[src/rtl/cv32e40p_apu_arbiter_if.sv]
// rtl/cv32e40p_apu_arbiter_if.sv - requester-side and APU-side handshake bundle for the APU arbiter
interface cv32e40p_apu_arbiter_if #(
    parameter int NUM_REQ          = 2,
    parameter int APU_NARGS_CPU    = 3,
    parameter int APU_WOP_CPU      = 6,
    parameter int APU_NDSFLAGS_CPU = 15,
    parameter int APU_NUSFLAGS_CPU = 5
);
    logic [NUM_REQ-1:0]                          req_i;
    logic [NUM_REQ-1:0]                          gnt_o;
    logic [NUM_REQ-1:0][APU_NARGS_CPU-1:0][31:0] operands_i;
    logic [NUM_REQ-1:0][APU_WOP_CPU-1:0]         op_i;
    logic [NUM_REQ-1:0][APU_NDSFLAGS_CPU-1:0]    flags_i;
    logic [NUM_REQ-1:0]                          rvalid_o;
    logic [31:0]                                 result_o;
    logic [APU_NUSFLAGS_CPU-1:0]                 rflags_o;

    logic                                        apu_req_o;
    logic                                        apu_gnt_i;
    logic [APU_NARGS_CPU-1:0][31:0]              apu_operands_o;
    logic [APU_WOP_CPU-1:0]                      apu_op_o;
    logic [APU_NDSFLAGS_CPU-1:0]                 apu_flags_o;
    logic                                        apu_rvalid_i;
    logic [31:0]                                 apu_result_i;
    logic [APU_NUSFLAGS_CPU-1:0]                 apu_rflags_i;

    modport slave (
        input  req_i, operands_i, op_i, flags_i,
        input  apu_gnt_i, apu_rvalid_i, apu_result_i, apu_rflags_i,
        output gnt_o, rvalid_o, result_o, rflags_o,
        output apu_req_o, apu_operands_o, apu_op_o, apu_flags_o
    );

    modport master (
        output req_i, operands_i, op_i, flags_i,
        output apu_gnt_i, apu_rvalid_i, apu_result_i, apu_rflags_i,
        input  gnt_o, rvalid_o, result_o, rflags_o,
        input  apu_req_o, apu_operands_o, apu_op_o, apu_flags_o
    );
endinterface

[src/rtl/cv32e40p_apu_arbiter.sv]
// rtl/cv32e40p_apu_arbiter.sv - round-robin APU sharing with in-order response routing via an ID FIFO
// Define CV32E40P_APU_ARB_FIXED_PRIO_EN for lowest-index-wins priority instead of round-robin.
module cv32e40p_apu_arbiter #(
    parameter int NUM_REQ          = 2,
    parameter int APU_NARGS_CPU    = 3,
    parameter int APU_WOP_CPU      = 6,
    parameter int APU_NDSFLAGS_CPU = 15,
    parameter int APU_NUSFLAGS_CPU = 5,
    parameter int MAX_OUTSTANDING  = 4
) (
    input  logic                              clk,
    input  logic                              rst_n,
    cv32e40p_apu_arbiter_if.slave             bus,
    output logic [$clog2(MAX_OUTSTANDING):0]  outstanding_o,
    output logic                              busy_o,
    output logic                              err_o
);
    localparam int IDW = (NUM_REQ > 1) ? $clog2(NUM_REQ) : 1;
    localparam int PW  = $clog2(MAX_OUTSTANDING);

    typedef enum logic {IDLE, WAIT_GNT} state_e;

    state_e           state_q, state_d;
    logic [IDW-1:0]   locked_id_q;
    logic [IDW-1:0]   winner;
    logic             winner_vld;
    logic [IDW-1:0]   sel;
    logic             have_req;
    logic             fifo_full;
    logic             fifo_empty;
    logic             apu_req;
    logic             grant;
    logic             pop;
    logic [IDW-1:0]   id_fifo_q [MAX_OUTSTANDING];
    logic [PW-1:0]    wr_ptr_q;
    logic [PW-1:0]    rd_ptr_q;
    logic [PW:0]      count_q;
    logic             err_q;

`ifdef CV32E40P_APU_ARB_FIXED_PRIO_EN
    // Descending scan so the lowest requesting index is the last to assign.
    always_comb begin
        logic [IDW-1:0] idx;
        winner     = '0;
        winner_vld = 1'b0;
        for (int i = NUM_REQ - 1; i >= 0; i--) begin
            idx = IDW'(i);
            if (bus.req_i[idx]) begin
                winner     = idx;
                winner_vld = 1'b1;
            end
        end
    end
`else
    logic [IDW-1:0] rr_ptr_q;

    // Descending scan over offsets so the first requester at or after rr_ptr wins.
    always_comb begin
        logic [IDW-1:0] idx;
        winner     = '0;
        winner_vld = 1'b0;
        for (int i = NUM_REQ - 1; i >= 0; i--) begin
            idx = IDW'((int'(rr_ptr_q) + i) % NUM_REQ);
            if (bus.req_i[idx]) begin
                winner     = idx;
                winner_vld = 1'b1;
            end
        end
    end

    always_ff @(posedge clk or negedge rst_n) begin
        if (!rst_n) begin
            rr_ptr_q <= '0;
        end else if (grant) begin
            rr_ptr_q <= (int'(sel) == NUM_REQ - 1) ? '0 : sel + 1'b1;
        end
    end
`endif

    assign sel        = (state_q == WAIT_GNT) ? locked_id_q : winner;
    assign have_req   = winner_vld | (state_q == WAIT_GNT);
    assign fifo_full  = (count_q == (PW+1)'(MAX_OUTSTANDING));
    assign fifo_empty = (count_q == '0);
    // Full blocks requests regardless of a same-cycle pop: no rvalid-to-req path.
    assign apu_req    = have_req & ~fifo_full;
    assign grant      = apu_req & bus.apu_gnt_i;
    assign pop        = bus.apu_rvalid_i & ~fifo_empty;

    assign bus.apu_req_o = apu_req;
    assign bus.gnt_o     = grant ? (NUM_REQ'(1) << sel) : '0;
    assign bus.rvalid_o  = pop ? (NUM_REQ'(1) << id_fifo_q[rd_ptr_q]) : '0;
    assign bus.result_o  = bus.apu_result_i;
    assign bus.rflags_o  = bus.apu_rflags_i;

    always_comb begin
        bus.apu_operands_o = '0;
        bus.apu_op_o       = '0;
        bus.apu_flags_o    = '0;
        if (have_req) begin
            bus.apu_operands_o = bus.operands_i[sel];
            bus.apu_op_o       = bus.op_i[sel];
            bus.apu_flags_o    = bus.flags_i[sel];
        end
    end

    always_ff @(posedge clk or negedge rst_n) begin
        if (!rst_n) begin
            state_q <= IDLE;
        end else begin
            state_q <= state_d;
        end
    end

    always_comb begin
        state_d = state_q;
        case (state_q)
            IDLE:     if (apu_req && !bus.apu_gnt_i) state_d = WAIT_GNT;
            WAIT_GNT: if (grant) state_d = IDLE;
            default:  state_d = IDLE;
        endcase
    end

    always_ff @(posedge clk or negedge rst_n) begin
        if (!rst_n) begin
            locked_id_q <= '0;
        end else if (state_q == IDLE && apu_req && !bus.apu_gnt_i) begin
            locked_id_q <= winner;
        end
    end

    always_ff @(posedge clk) begin
        if (grant) begin
            id_fifo_q[wr_ptr_q] <= sel;
        end
    end

    always_ff @(posedge clk or negedge rst_n) begin
        if (!rst_n) begin
            wr_ptr_q <= '0;
            rd_ptr_q <= '0;
            count_q  <= '0;
            err_q    <= 1'b0;
        end else begin
            if (grant) wr_ptr_q <= wr_ptr_q + 1'b1;
            if (pop)   rd_ptr_q <= rd_ptr_q + 1'b1;
            count_q <= count_q + (PW+1)'(grant) - (PW+1)'(pop);
            if (bus.apu_rvalid_i && fifo_empty) err_q <= 1'b1;
        end
    end

    assign outstanding_o = count_q;
    assign busy_o        = (count_q != '0) | apu_req;
    assign err_o         = err_q;
endmodule

[src/flat_wrapper.sv]
// flat-port wrapper written by rule: the top's interface ports become plain ports
module cv32e40p_apu_arbiter_flat 
#(
    parameter int NUM_REQ          = 2,
    parameter int APU_NARGS_CPU    = 3,
    parameter int APU_WOP_CPU      = 6,
    parameter int APU_NDSFLAGS_CPU = 15,
    parameter int APU_NUSFLAGS_CPU = 5,
    parameter int MAX_OUTSTANDING  = 4
)
  (clk, rst_n, outstanding_o, busy_o, err_o, bus_req_i, bus_operands_i, bus_op_i, bus_flags_i, bus_apu_gnt_i, bus_apu_rvalid_i, bus_apu_result_i, bus_apu_rflags_i, bus_gnt_o, bus_rvalid_o, bus_result_o, bus_rflags_o, bus_apu_req_o, bus_apu_operands_o, bus_apu_op_o, bus_apu_flags_o);
  cv32e40p_apu_arbiter_if #(.NUM_REQ(NUM_REQ), .APU_NARGS_CPU(APU_NARGS_CPU), .APU_WOP_CPU(APU_WOP_CPU), .APU_NDSFLAGS_CPU(APU_NDSFLAGS_CPU), .APU_NUSFLAGS_CPU(APU_NUSFLAGS_CPU)) bus_i ();
  input  logic clk;
  input  logic rst_n;
  output logic [$clog2(MAX_OUTSTANDING):0] outstanding_o;
  output logic busy_o;
  output logic err_o;
  input wire logic [$bits(bus_i.req_i)-1:0] bus_req_i;
  input wire logic [$bits(bus_i.operands_i)-1:0] bus_operands_i;
  input wire logic [$bits(bus_i.op_i)-1:0] bus_op_i;
  input wire logic [$bits(bus_i.flags_i)-1:0] bus_flags_i;
  input wire logic [$bits(bus_i.apu_gnt_i)-1:0] bus_apu_gnt_i;
  input wire logic [$bits(bus_i.apu_rvalid_i)-1:0] bus_apu_rvalid_i;
  input wire logic [$bits(bus_i.apu_result_i)-1:0] bus_apu_result_i;
  input wire logic [$bits(bus_i.apu_rflags_i)-1:0] bus_apu_rflags_i;
  output wire logic [$bits(bus_i.gnt_o)-1:0] bus_gnt_o;
  output wire logic [$bits(bus_i.rvalid_o)-1:0] bus_rvalid_o;
  output wire logic [$bits(bus_i.result_o)-1:0] bus_result_o;
  output wire logic [$bits(bus_i.rflags_o)-1:0] bus_rflags_o;
  output wire logic [$bits(bus_i.apu_req_o)-1:0] bus_apu_req_o;
  output wire logic [$bits(bus_i.apu_operands_o)-1:0] bus_apu_operands_o;
  output wire logic [$bits(bus_i.apu_op_o)-1:0] bus_apu_op_o;
  output wire logic [$bits(bus_i.apu_flags_o)-1:0] bus_apu_flags_o;
  assign bus_i.req_i = bus_req_i;
  assign bus_i.operands_i = bus_operands_i;
  assign bus_i.op_i = bus_op_i;
  assign bus_i.flags_i = bus_flags_i;
  assign bus_i.apu_gnt_i = bus_apu_gnt_i;
  assign bus_i.apu_rvalid_i = bus_apu_rvalid_i;
  assign bus_i.apu_result_i = bus_apu_result_i;
  assign bus_i.apu_rflags_i = bus_apu_rflags_i;
  assign bus_gnt_o = bus_i.gnt_o;
  assign bus_rvalid_o = bus_i.rvalid_o;
  assign bus_result_o = bus_i.result_o;
  assign bus_rflags_o = bus_i.rflags_o;
  assign bus_apu_req_o = bus_i.apu_req_o;
  assign bus_apu_operands_o = bus_i.apu_operands_o;
  assign bus_apu_op_o = bus_i.apu_op_o;
  assign bus_apu_flags_o = bus_i.apu_flags_o;
  cv32e40p_apu_arbiter #(.NUM_REQ(NUM_REQ), .APU_NARGS_CPU(APU_NARGS_CPU), .APU_WOP_CPU(APU_WOP_CPU), .APU_NDSFLAGS_CPU(APU_NDSFLAGS_CPU), .APU_NUSFLAGS_CPU(APU_NUSFLAGS_CPU), .MAX_OUTSTANDING(MAX_OUTSTANDING)) u_core (.clk(clk), .rst_n(rst_n), .bus(bus_i), .outstanding_o(outstanding_o), .busy_o(busy_o), .err_o(err_o));
endmodule
[config.mk]
export PLATFORM = sky130hd
export DESIGN_NAME = cv32e40p_apu_arbiter_flat
export DESIGN_NICKNAME = d
export VERILOG_FILES = /design/src/rtl/cv32e40p_apu_arbiter_if.sv /design/src/rtl/cv32e40p_apu_arbiter.sv /design/src/flat_wrapper.sv
export SDC_FILE = /design/constraint.sdc
export NUM_CORES = 1
export LEC_CHECK = 0
export ABC_AREA = 1
export CAP_MARGIN = 30
export CORE_AREA = 2 2 169 171
export CTS_BUF_LIST = sky130_fd_sc_hd__clkbuf_2
export DETAILED_ROUTE_END_ITERATION = 6
export DIE_AREA = 0 0 171 173
export DONT_BUFFER_PORTS = 1
export PLACE_DENSITY = 0.38
export SYNTH_ARGS = -nofsm -noshare
export SYNTH_HDL_FRONTEND = slang
export SYNTH_SLANG_ARGS = --single-unit
[constraint.sdc]
create_clock -name clk -period 2.32 [get_ports clk]
set_clock_uncertainty 0.2 [all_clocks]
set_input_delay 0.116 -clock clk [delete_from_list [all_inputs] [get_ports clk]]
set_output_delay 0.116 -clock clk [all_outputs]
set_load 0.02 [all_outputs]
# Word level (Yosys, flattened, before mapping)
# Memory sizes are Yosys's and may differ from the RTL's.
# Index checks and enable logic that the tools add are counted.
[totals]
output_inout_bits = 164
mem_count = 1
ramBits = 4
word_cells = 61
input_bits = 277
reg_bits = 11
[memory_table]
columns = ["name", "depth", "word_bits", "rd", "rd_ports_with_merged_regs", "wr", "line_no", "rtl"]
rows = [
  ["u_core.id_fifo_q", 4, 1, 1, 0, 1, "cv32e40p_apu_arbiter.sv:34", "logic [IDW-1:0] id_fifo_q [MAX_OUTSTANDING];"],
]
[op_classes]
n_addsub = 6
n_eq_ne = 1
magnitude_cmp = 3
shift = 2
bitwise = 8
reduce_logical = 7
muxes = 26
[op_table]
columns = ["operator", "count"]
rows = [
  ["$mux W96", 3],
  ["$mux W15", 3],
  ["$mux W6", 3],
  ["$mux W1", 14],
  ["$lt A1 B2 Y1 const B", 3],
  ["$add A2 B1 Y2 const B", 2],
  ["$logic_and A1 B1 Y1", 4],
  ["$mux W2", 2],
  ["$shl A1 B1 Y2 const A", 2],
  ["$add A3 B1 Y3", 1],
  ["$and A1 B1 Y1", 3],
  ["$eq A3 B3 Y1 const B", 1],
  ["$logic_not A3 Y1", 1],
  ["$not A1 Y1", 3],
  ["$reduce_bool A3 Y1", 1],
  ["$sub A3 B1 Y3", 1],
  ["$add A1 B1 Y1 const B", 2],
  ["$or A1 B1 Y1", 2],
  ["$pmux W1 S2", 1],
  ["$logic_not A1 Y1", 1],
]

# Longest topological paths before layout
# Gate-level depths: netlist of run 1.
[depth]
depth_word = 10
mapped_depth = 10

# Least setup slack after synthesis of run 1
# Ideal clock, no wire load.
[synth_timing]
path_kind = "flip-flop to flip-flop"
start = "register u_core.count_q[1] (netlist: u_core.outstanding_o[1])"
end = "register u_core.count_q[2] (netlist: u_core.outstanding_o[2])"
synth_period_minus_slack_ns = 2.371
setup_time_ns = 0.132
path_stages_with_launch = 11
arrival_time_ns = 2.039
path_slack_ns = -0.051
cell_sequence = "dfrtp_1 -> nor2_1 -> nand2_1 -> nand2_1 -> inv_1 -> ha_1 -> inv_1 -> ha_1 -> fa_1 -> xnor2_1 -> xor2_1"
[synth_between]
word_cells_on_any_way = 9
[synth_rtl]
columns = ["element", "line_no", "rtl"]
rows = [
  ["from (decl)", "cv32e40p_apu_arbiter.sv:37", "logic [PW:0] count_q;"],
  ["from (signal assigned)", "cv32e40p_apu_arbiter.sv:146", "count_q <= count_q + (PW+1)'(grant) - (PW+1)'(pop);"],
  ["$logic_not A3 Y1", "cv32e40p_apu_arbiter.sv:83", "assign fifo_empty = (count_q == '0);"],
  ["$not A1 Y1", "cv32e40p_apu_arbiter.sv:87", "assign pop = bus.apu_rvalid_i & ~fifo_empty;"],
  ["$and A1 B1 Y1", "cv32e40p_apu_arbiter.sv:87", ""],
  ["net u_core.pop", "cv32e40p_apu_arbiter.sv:33", "logic pop;"],
  ["$sub A3 B1 Y3", "cv32e40p_apu_arbiter.sv:146", ""],
]
# The timed path passes the listed nets, and every way through them passes these cells.
# A chain may end at the register's enable or synchronous reset.

# Worst setup path after layout of run 1
# Ends and elaborated chain as after synthesis.

==> flow_summary.yaml, run 1 <==
logic_synthesis:
  ys_ff_latch: 15
  synth.most_common_cell: "nand2_1"
  synthArstFlopShare: 0.733
  synth_top_flop_cell: "dfrtp_1"
  synth_commonest_cells: "nand2_1, nor2_1, inv_1"
  synth.avg_cell_area_um2: 4.65
  synth_area_leaders: "nand2_1, nor2_1, inv_1"
  synth_top_area_share: 0.272
  yosys.area.top_type: "nand2_1"
  synth-edff-count: 4
  syn_nets: 1041
  ys_warn_count: 0
  synth.cell_area_mm2: 0.00352
  netlist_instances: 757
  yosysSeqAreaShare: 0.112
  synth_cell_types: 20
placed_design:
  dp_hpwl_um: 10200
  portBuffers: 0
  placed_cell_area_mm2: 0.00373
  place.gp.congestion: 0.829
  pre_cts_slack_ns: 0.129
flow_run:
  max_cap_viol_count: 0
sta:
  post-route-period-util: 0.944
  fmax_mhz: 457
  slew_violations: 0
  fin_tns_setup_ns: 0
  hold_violations: 0
  setup_ws_ns: 0.131
  setup_viol: 0
  rsz0062_at_grt: "yes"
  period_minus_slack_ns: 2.19
  tightest_slew_ns: 0.524
  max-slew-margin-rel: 0.652
detailed_routing:
  drtPass1Iterations: 4
  ant_nets: 0
  wl_um: 12700
  avgViaCountPerCell: 3.60
  vias: 3931
  route.detailed.drc: 0
  drtIter0Drc: 141
  wl_per_cell_um: 11.6
finish:
  area_growth_pct: 13.3
  drive_above_1_share: 0.137
  final_nets: 1000
  diodes: 0
  fin_area_mm2: 0.00399
clocking:
  cts-htree-levels: 1
  cts-root-buf: "clkbuf_2"
  cts_num_sinks: 15
  tritoncts: "built"
  clk_latency_ns: 0.28
  cts_setup_buffers: 0
  cts_made_buffers: 3
  path_clk_slew_ns: 0.15
  max-clock-path-buffers: 2
power_and_ir_drop:
  peakVddDrop_mv: 0.427
  power_w: 0.00498
  power_density_mw_per_mm2: 1250
  pwr-share-seq: 0.097
  p_leak_nw: 2.53
  clkPwrFrac: 0.027
  netSwitchingFraction: 0.681
  p_int_w: 0.00159
  p_sw_w: 0.00339
  p_comb_frac: 0.876
critical_path:
  r2r_cells: 10
  r2r-start: "u_core.outstanding_o[1]"
  worstPathRequired_ns: 2.31
  start_kind: "flip-flop"
  endpoint_kind: "flip-flop"
  critPathMaxFanout: 2
  rrSetupSlack_ns: 0.13
  crit_type: "flip-flop to flip-flop"
  cp-endpoint: "u_core.outstanding_o[2]"
  crit_arrival_ns: 2.18
  worstReg2RegEnd: "u_core.outstanding_o[2]"
  startpoint: "u_core.outstanding_o[1]"
global_route:
  antenna_found_initial: 0
  overflow: 0
  first_global_vias: 3458
  grt_max_degree: 119
  grtUsageTotal: 0.0744
  grt_pass1_wl_um: 17600
die:
  fp.dieH_um: 173
  die_area_mm2: 0.0296
  start_util: 0.127
  ios: 441
  die_w_um: 171
  rows: 61
  core_mm2: 0.0276
min_path:
  hp-class: "primary input to asynchronous set/reset pin"
status:
  status: "complete, no violations"
[registers in the layout (all words and copies together), names as in the netlist, named ones only]
signal	cells
u_core.rr_ptr_q	1
u_core.outstanding_o	3
u_core.wr_ptr_q	2
u_core.err_o	1
u_core.locked_id_q	1
u_core.rd_ptr_q	2
u_core.id_fifo_q	4
[layer usage]
metal / vias to the layer above / share of wire / GRT usage
met3: 20 / 0.12 / 0.0208
li1: 2000 / - / -
met2: 284 / 0.49 / 0.148
met4: 0 / 0.023 / 0.0194
met5: - / 0 / 0
met1: 1627 / 0.37 / 0.0740
[cell usage in the layout (no fill, tap or decap), drive strengths merged]
cell,count
a21oi,2
a31o,1
buf,25
clkbuf,4
dfrtp,11
dlygate4sd3,5
edfxtp,4
fa,1
ha,6
inv,140
nand2,255
nand3,2
nand4,1
nor2,250
o211ai,1
o21ai,5
xnor2,1
xor2,1
[cells by family after synthesis]
group,share of synthesized area
AND/OR/NAND/NOR,0.546
AO/OA/AOI/OAI,0.0146
XOR/XNOR,0.00498
buffers and inverters,0.296
adder cells (fa/ha/maj),0.0270
flip-flops,0.112
[critical path: stages, from the launching register on]
cell and delay [ns]:
dfrtp_2 0.44, nor2_2 0.12, nand2_1 0.05, nand2_1 0.08, inv_1 0.06, ha_1 0.26
inv_1 0.04, ha_1 0.20, fa_2 0.36, xnor2_2 0.15, xor2_1 0.14
[repair_timing]
item	4_1_cts	5_1_grt
hold endpoints to repair	17	0
setup endpoints to repair	0	68
hold buffers	5	0
gates resized for setup	0	66
[power by group through the flow]
stage               logic [W]  clock network, W  registers (W)
finish                0.00436          0.000133       0.000485
global route          0.00487          0.000155       0.000503
CTS                   0.00415          0.000141       0.000484
detailed placement    0.00412                 0       0.000490
global placement      0.00412                 0       0.000494
floorplan             0.00347                 0       0.000520
[layout make-up]
type,instances,area [µm²]
multi-input cells,526,2260
flip-flops and latches,15,397
clock buffers,4,20.0
inverters,140,526
well taps,378,473
repair buffers,30,307
fillers,3267,23600
[stage by stage]
step	std cells	util	hold slack [ns]
6_report	1093	0.144	0.0134
5_1_grt	1093	0.144	0.0314
4_1_cts	1093	0.138	0.0220
3_5_place_dp	1084	0.135	-0.379
3_3_place_gp	1084	0.135	-0.379
2_1_floorplan	757	-	-0.380
[worst min-delay path by stage]
| stage | to | slack [ns] | start | depth (start not counted) |
|---|---|---|---|---|
| final | u_core.outstanding_o[2] | 0.01 | rst_n | 1 |
| after detailed placement | u_core.wr_ptr_q[1] | -0.38 | rst_n | 0 |
| after floorplan | asynchronous set/reset pin | -0.38 | rst_n | 0 |
| after global placement | u_core.wr_ptr_q[1] | -0.38 | rst_n | 0 |
| after CTS | u_core.outstanding_o[2] | 0.02 | rst_n | 1 |
| after global routing | u_core.outstanding_o[2] | 0.03 | rst_n | 1 |
Note: power is estimated with default switching activity, not from simulation.
==> inputs of run 2 (changes only) <==
- REMOVE_ABC_BUFFERS: unset -> 1
==> run 2 against run 1 <==
Net effect: via count up 1.7%; sequential share of layout area down 0.27 points; non-clock buffer count rose by 9; clock power down 3%; wire length up 11%; sequential power decreased by 1%; count of clock-buffer cells in the layout down 1; hold slack got worse by 0.0067 ns; cell count is 0.82% higher; fmax down 1.8%; largest power group unchanged.
==> flow_summary.yaml, run 2 (synthesis gave the netlist of run 1 again) <==
finish:
  area_growth_pct: 16.1
  diodes: 0
  drive_above_1_share: 0.119
  final_common_cell: "nand2_1"
  final_nets: 1009
  final_cell_mix: "nand2_1, nor2_1, inv_1, nor2_2, buf_4"
  top_register: "u_core.id_fifo_q"
  largest_reg_flops: 4
sta:
  max-slew-margin-rel: 0.609
  fin_tns_setup_ns: 0
  hold_violations: 0
  slew_violations: 0
  period_minus_slack_ns: 2.23
  rsz0062_at_grt: "yes"
  fmax_mhz: 448
  tightest_slew_ns: 0.586
  setup_viol: 0
  post-route-period-util: 0.961
detailed_routing:
  route.detailed.drc: 0
  drtPass1Iterations: 4
  met2_length_um: 6460
  wl_um: 14100
  drtIter0Drc: 206
  avgViaCountPerCell: 3.63
  top_layer: "met5"
  wl_per_cell_um: 12.8
  wl_met3_um: 1720
  ant_nets: 0
  m1WireLength_um: 5700
  vias: 3999
die:
  start_util: 0.127
  die_w_um: 171
  rows: 61
  fp.dieH_um: 173
  die_area_mm2: 0.0296
  ios: 441
  core_mm2: 0.0276
global_route:
  grtUsageTotal: 0.0808
  first_global_vias: 3424
  grt_max_degree: 119
  overflow: 0
  grt_pass1_wl_um: 18600
  antenna_found_initial: 0
critical_path:
  slowest_delay_ns: 0.44
  cp_slowest_cell: "dfrtp_1"
  crit_arrival_ns: 1.91
  r2r_cells: 10
  start_kind: "flip-flop"
  path_depth: 5
  crit_family: "simple AND/OR/NAND/NOR gates"
  crit_type: "flip-flop to primary output"
  worstPathRequired_ns: 2.00
  endpoint_kind: "primary output"
  path_buf_inv: 1
  path_cells: "nor2_1 -> nand2_4 -> buf_16 -> nand2_1 -> nor2_1"
  critPathMostFrequentCell: "nor2_1"
  critPathMaxFanout: 118
min_path:
  hp-class: "primary input to asynchronous set/reset pin"
clocking:
  max-clock-path-buffers: 2
  tritoncts: "built"
  cts_num_sinks: 15
  path_clk_slew_ns: 0.17
  cts-htree-levels: 1
  clk_latency_ns: 0.29
  cts_made_buffers: 3
  cts-root-buf: "clkbuf_2"
status:
  status: "complete, no violations"
power_and_ir_drop:
  power_density_mw_per_mm2: 1270
  peakVddDrop_mv: 0.479
  p_leak_nw: 2.60
  power_w: 0.00519
placed_design:
  dp_hpwl_um: 11300
  portBuffers: 0
  place.gp.congestion: 0.785
flow_run:
  max_cap_viol_count: 0
[run 2: worst paths after layout]
| kind | startpoint | to | slack [ns] |
|---|---|---|---|
| setup / recovery | flip-flop | bus_apu_operands_o[11] | 0.09 |
| setup reg to reg | u_core.outstanding_o[1] | u_core.outstanding_o[2] | 0.18 |
| hold / removal | rst_n | u_core.rd_ptr_q[0] | 0.007 |
| min in group clk | bus_apu_result_i[25] | bus_result_o[25] | 0.03 |
| max in group asynchronous | rst_n | u_core.rd_ptr_q[1] | 1.55 |
| hold reg to reg | u_core.locked_id_q | u_core.locked_id_q | 0.31 |
[run 2: power by group]
part | total (W) | switching [W] | leakage (nW) | internal, W
clock | 0.000129 | 0.0000886 | 0.0126 | 0.0000403
sequential | 0.000479 | 0.0000819 | 0.166 | 0.000397
combinational | 0.00458 | 0.00326 | 2.42 | 0.00132
[run 2: metal layers]
layer	track usage	vias to the layer above
met4	0.00777	2
li1	-	2019
met3	0.0382	8
met5	0.0318	-
met1	0.100	1716
met2	0.128	254
[run 2: metrics by stage]
step	area [µm²]	hold WS, ns	instances	util	setup slack (ns)
6_report	4080	0.00671	1102	0.148	0.0900
5_1_grt	4080	0.00563	1102	0.148	-0.0237
4_1_cts	3840	0.00692	1097	0.139	0.0153
3_5_place_dp	3770	-0.379	1088	0.137	0.142
3_3_place_gp	3770	-0.379	1088	0.137	0.130
2_1_floorplan	3000	-0.380	681	-	-2.99
[run 2: what timing repair did]
action                     CTS  global route
setup endpoints to repair    0            63
hold endpoints to repair    19             0
buffers inserted             0             2
resized for setup            0            50
hold buffers                 5             0
[run 2: area by class of cell]
class	count	area, µm²
sequential	15	395
clock buffer	3	15.0
timing repair buffer	39	454
inverter	140	526
clock inverter	1	7.51
fill	3319	23500
multi-input combinational	526	2210
tap	378	473
==> inputs of run 3 (changes only) <==
- PLACE_DENSITY: 0.38 -> unset
- PLACE_DENSITY_LB_ADDON: unset -> 0.2
==> run 3 against run 2 <==
Net effect: via count down 1.1%; non-clock buffer count down 2; hold slack better by 0.022 ns; sequential power about the same; cell count about the same; critical path type is now flip-flop to flip-flop; sequential cell count unchanged; critical path depth up 5; worst setup slack better by 0.043 ns.
==> flow_summary.yaml, run 3 (synthesis gave the netlist of run 1 again) <==
sta:
  setup_viol: 0
  period_minus_slack_ns: 2.19
  hold_ws_ns: 0.0292
  tightest_slew_ns: 0.543
  max-slew-margin-rel: 0.637
  slew_violations: 0
  rsz0062_at_grt: "yes"
  hold_violations: 0
  post-route-period-util: 0.943
  fmax_mhz: 457
detailed_routing:
  avgViaCountPerCell: 3.59
  wl_um: 13700
  wl_per_cell_um: 12.5
  drtIter0Drc: 98
  vias: 3955
  drtPass1Iterations: 5
  route.detailed.drc: 0
  ant_nets: 0
critical_path:
  crit_arrival_ns: 2.18
  crit_type: "flip-flop to flip-flop"
  cp_slowest_cell: "dfrtp_1"
  endpoint_kind: "flip-flop"
  slowest_delay_ns: 0.42
  critPathMaxFanout: 2
  path_cells: "nor2_2 -> nand2_1 -> nand2_1 -> inv_1 -> ha_1 -> inv_1 -> ha_1 -> fa_2 -> xnor2_2 -> xor2_1"
  start_kind: "flip-flop"
  worstPathRequired_ns: 2.31
global_route:
  grt_pass1_wl_um: 19100
  grtUsageTotal: 0.0820
  overflow: 0
  first_global_vias: 3484
  antenna_found_initial: 1
  grt_max_degree: 119
finish:
  area_growth_pct: 15.6
  final_core_util: 0.147
  final_common_cell: "nand2_1"
  drive_above_1_share: 0.137
  final_nets: 1007
  top_register: "u_core.id_fifo_q"
  final_cell_mix: "nand2_1, nor2_1, inv_1, nor2_2, buf_4"
  fin_cells: 1101
  num-fill-cells: 3293
  largest_reg_flops: 4
placed_design:
  portBuffers: 0
  placedCellCount: 1089
  dp_hpwl_um: 11400
  place.gp.congestion: 0.772
power_and_ir_drop:
  p_int_w: 0.00170
  power_w: 0.00509
  pwr-share-seq: 0.094
  netSwitchingFraction: 0.666
  p_sw_w: 0.00339
  p_leak_nw: 2.58
  p_comb_frac: 0.881
  clkPwrFrac: 0.024
  peakVddDrop_mv: 0.342
  power_density_mw_per_mm2: 1250
die:
  core_mm2: 0.0276
  start_util: 0.127
  rows: 61
  ios: 441
  fp.dieH_um: 173
  die_w_um: 171
  die_area_mm2: 0.0296
clocking:
  cts-root-buf: "clkbuf_2"
  clk_latency_ns: 0.28
  cts_made_buffers: 3
  cts_num_sinks: 15
  max-clock-path-buffers: 2
  tritoncts: "built"
  path_clk_slew_ns: 0.16
  cts-htree-levels: 1
status:
  status: "complete, no violations"
min_path:
  hp-class: "primary input to asynchronous set/reset pin"
flow_run:
  max_cap_viol_count: 0
-- run 3: changes by cell type in the layout (fill, tap and decap cells not counted) --
| cell | before | now |
|---|---|---|
| clkbuf_16 | 3 | 1 |
| xnor2_1 | 1 | 0 |
| nor2_2 | 42 | 55 |
| nor2_4 | 2 | 3 |
| xnor2_2 | 0 | 1 |
| clkinvlp_4 | 1 | 0 |
| nor2_1 | 206 | 192 |
| buf_12 | 1 | 3 |
| clkinv_2 | 0 | 1 |
| diode_2 | 0 | 1 |
| buf_16 | 4 | 2 |
-- run 3: worst paths after layout --
kind	start	end	slack [ns]	cells past startpoint
max in group asynchronous	rst_n	u_core.rd_ptr_q[0]	1.52	1
max reg2reg	u_core.outstanding_o[0]	u_core.outstanding_o[2]	0.13	10
max	u_core.outstanding_o[0]	u_core.outstanding_o[2]	0.13	10
min	rst_n	u_core.outstanding_o[2]	0.03	1
min reg2reg	u_core.locked_id_q	u_core.locked_id_q	0.31	2
min in group clk	bus_apu_result_i[11]	bus_result_o[11]	0.03	0
-- run 3: final cells by class --
type	instances	area, µm²	area share
multi-input combinational	526	2260	0.556
inverter	140	526	0.129
tap	378	473	0.116
sequential	15	395	0.0972
timing repair buffer	37	389	0.0957
clock buffer	3	15.0	0.00369
clock inverter	1	5.00	0.00123
antenna	1	2.50	0.000615
-- run 3: per-layer routing --
layer,global-route usage,vias up,routed length (µm)
met5,0.00334,-,0
met4,0.0113,0,30
met3,0.0547,6,2150
met2,0.134,263,6470
met1,0.0894,1674,5080
li1,-,2012,-
-- run 3: critical path: cells and delay by family (launching register included) --
family        cells  cell delay [ns]
xor+xnor          2             0.29
fa+ha+maj         3             0.82
buf+inv           2             0.10
flops             1             0.42
simple gates      3             0.26
-- run 3: power by group through the flow --
stage          registers, W  logic, W  clock network (W)
2_1_floorplan      0.000511   0.00246                  0
5_1_grt            0.000497   0.00495           0.000153
3_5_place_dp       0.000485   0.00421                  0
4_1_cts            0.000477   0.00423           0.000138
3_3_place_gp       0.000486   0.00423                  0
6_report           0.000480   0.00449           0.000124
-- run 3: what timing repair did --
action                                 CTS  global route
endpoints found under the hold margin   20             0
hold buffers                             5             0
setup buffers                            0             1
setup endpoints to repair                0            64
resized for setup                        0            64
-- run 3: metrics by stage --
step	instance area, µm²	setup TNS, ns	setup WS (ns)
after floorplan	3000	-345.56	-2.99
after global placement	3780	0	0.112
after detailed placement	3780	0	0.125
after CTS	3850	0	0.0366
after global routing	4070	-0.0106	-0.00865
final	4070	0	0.133
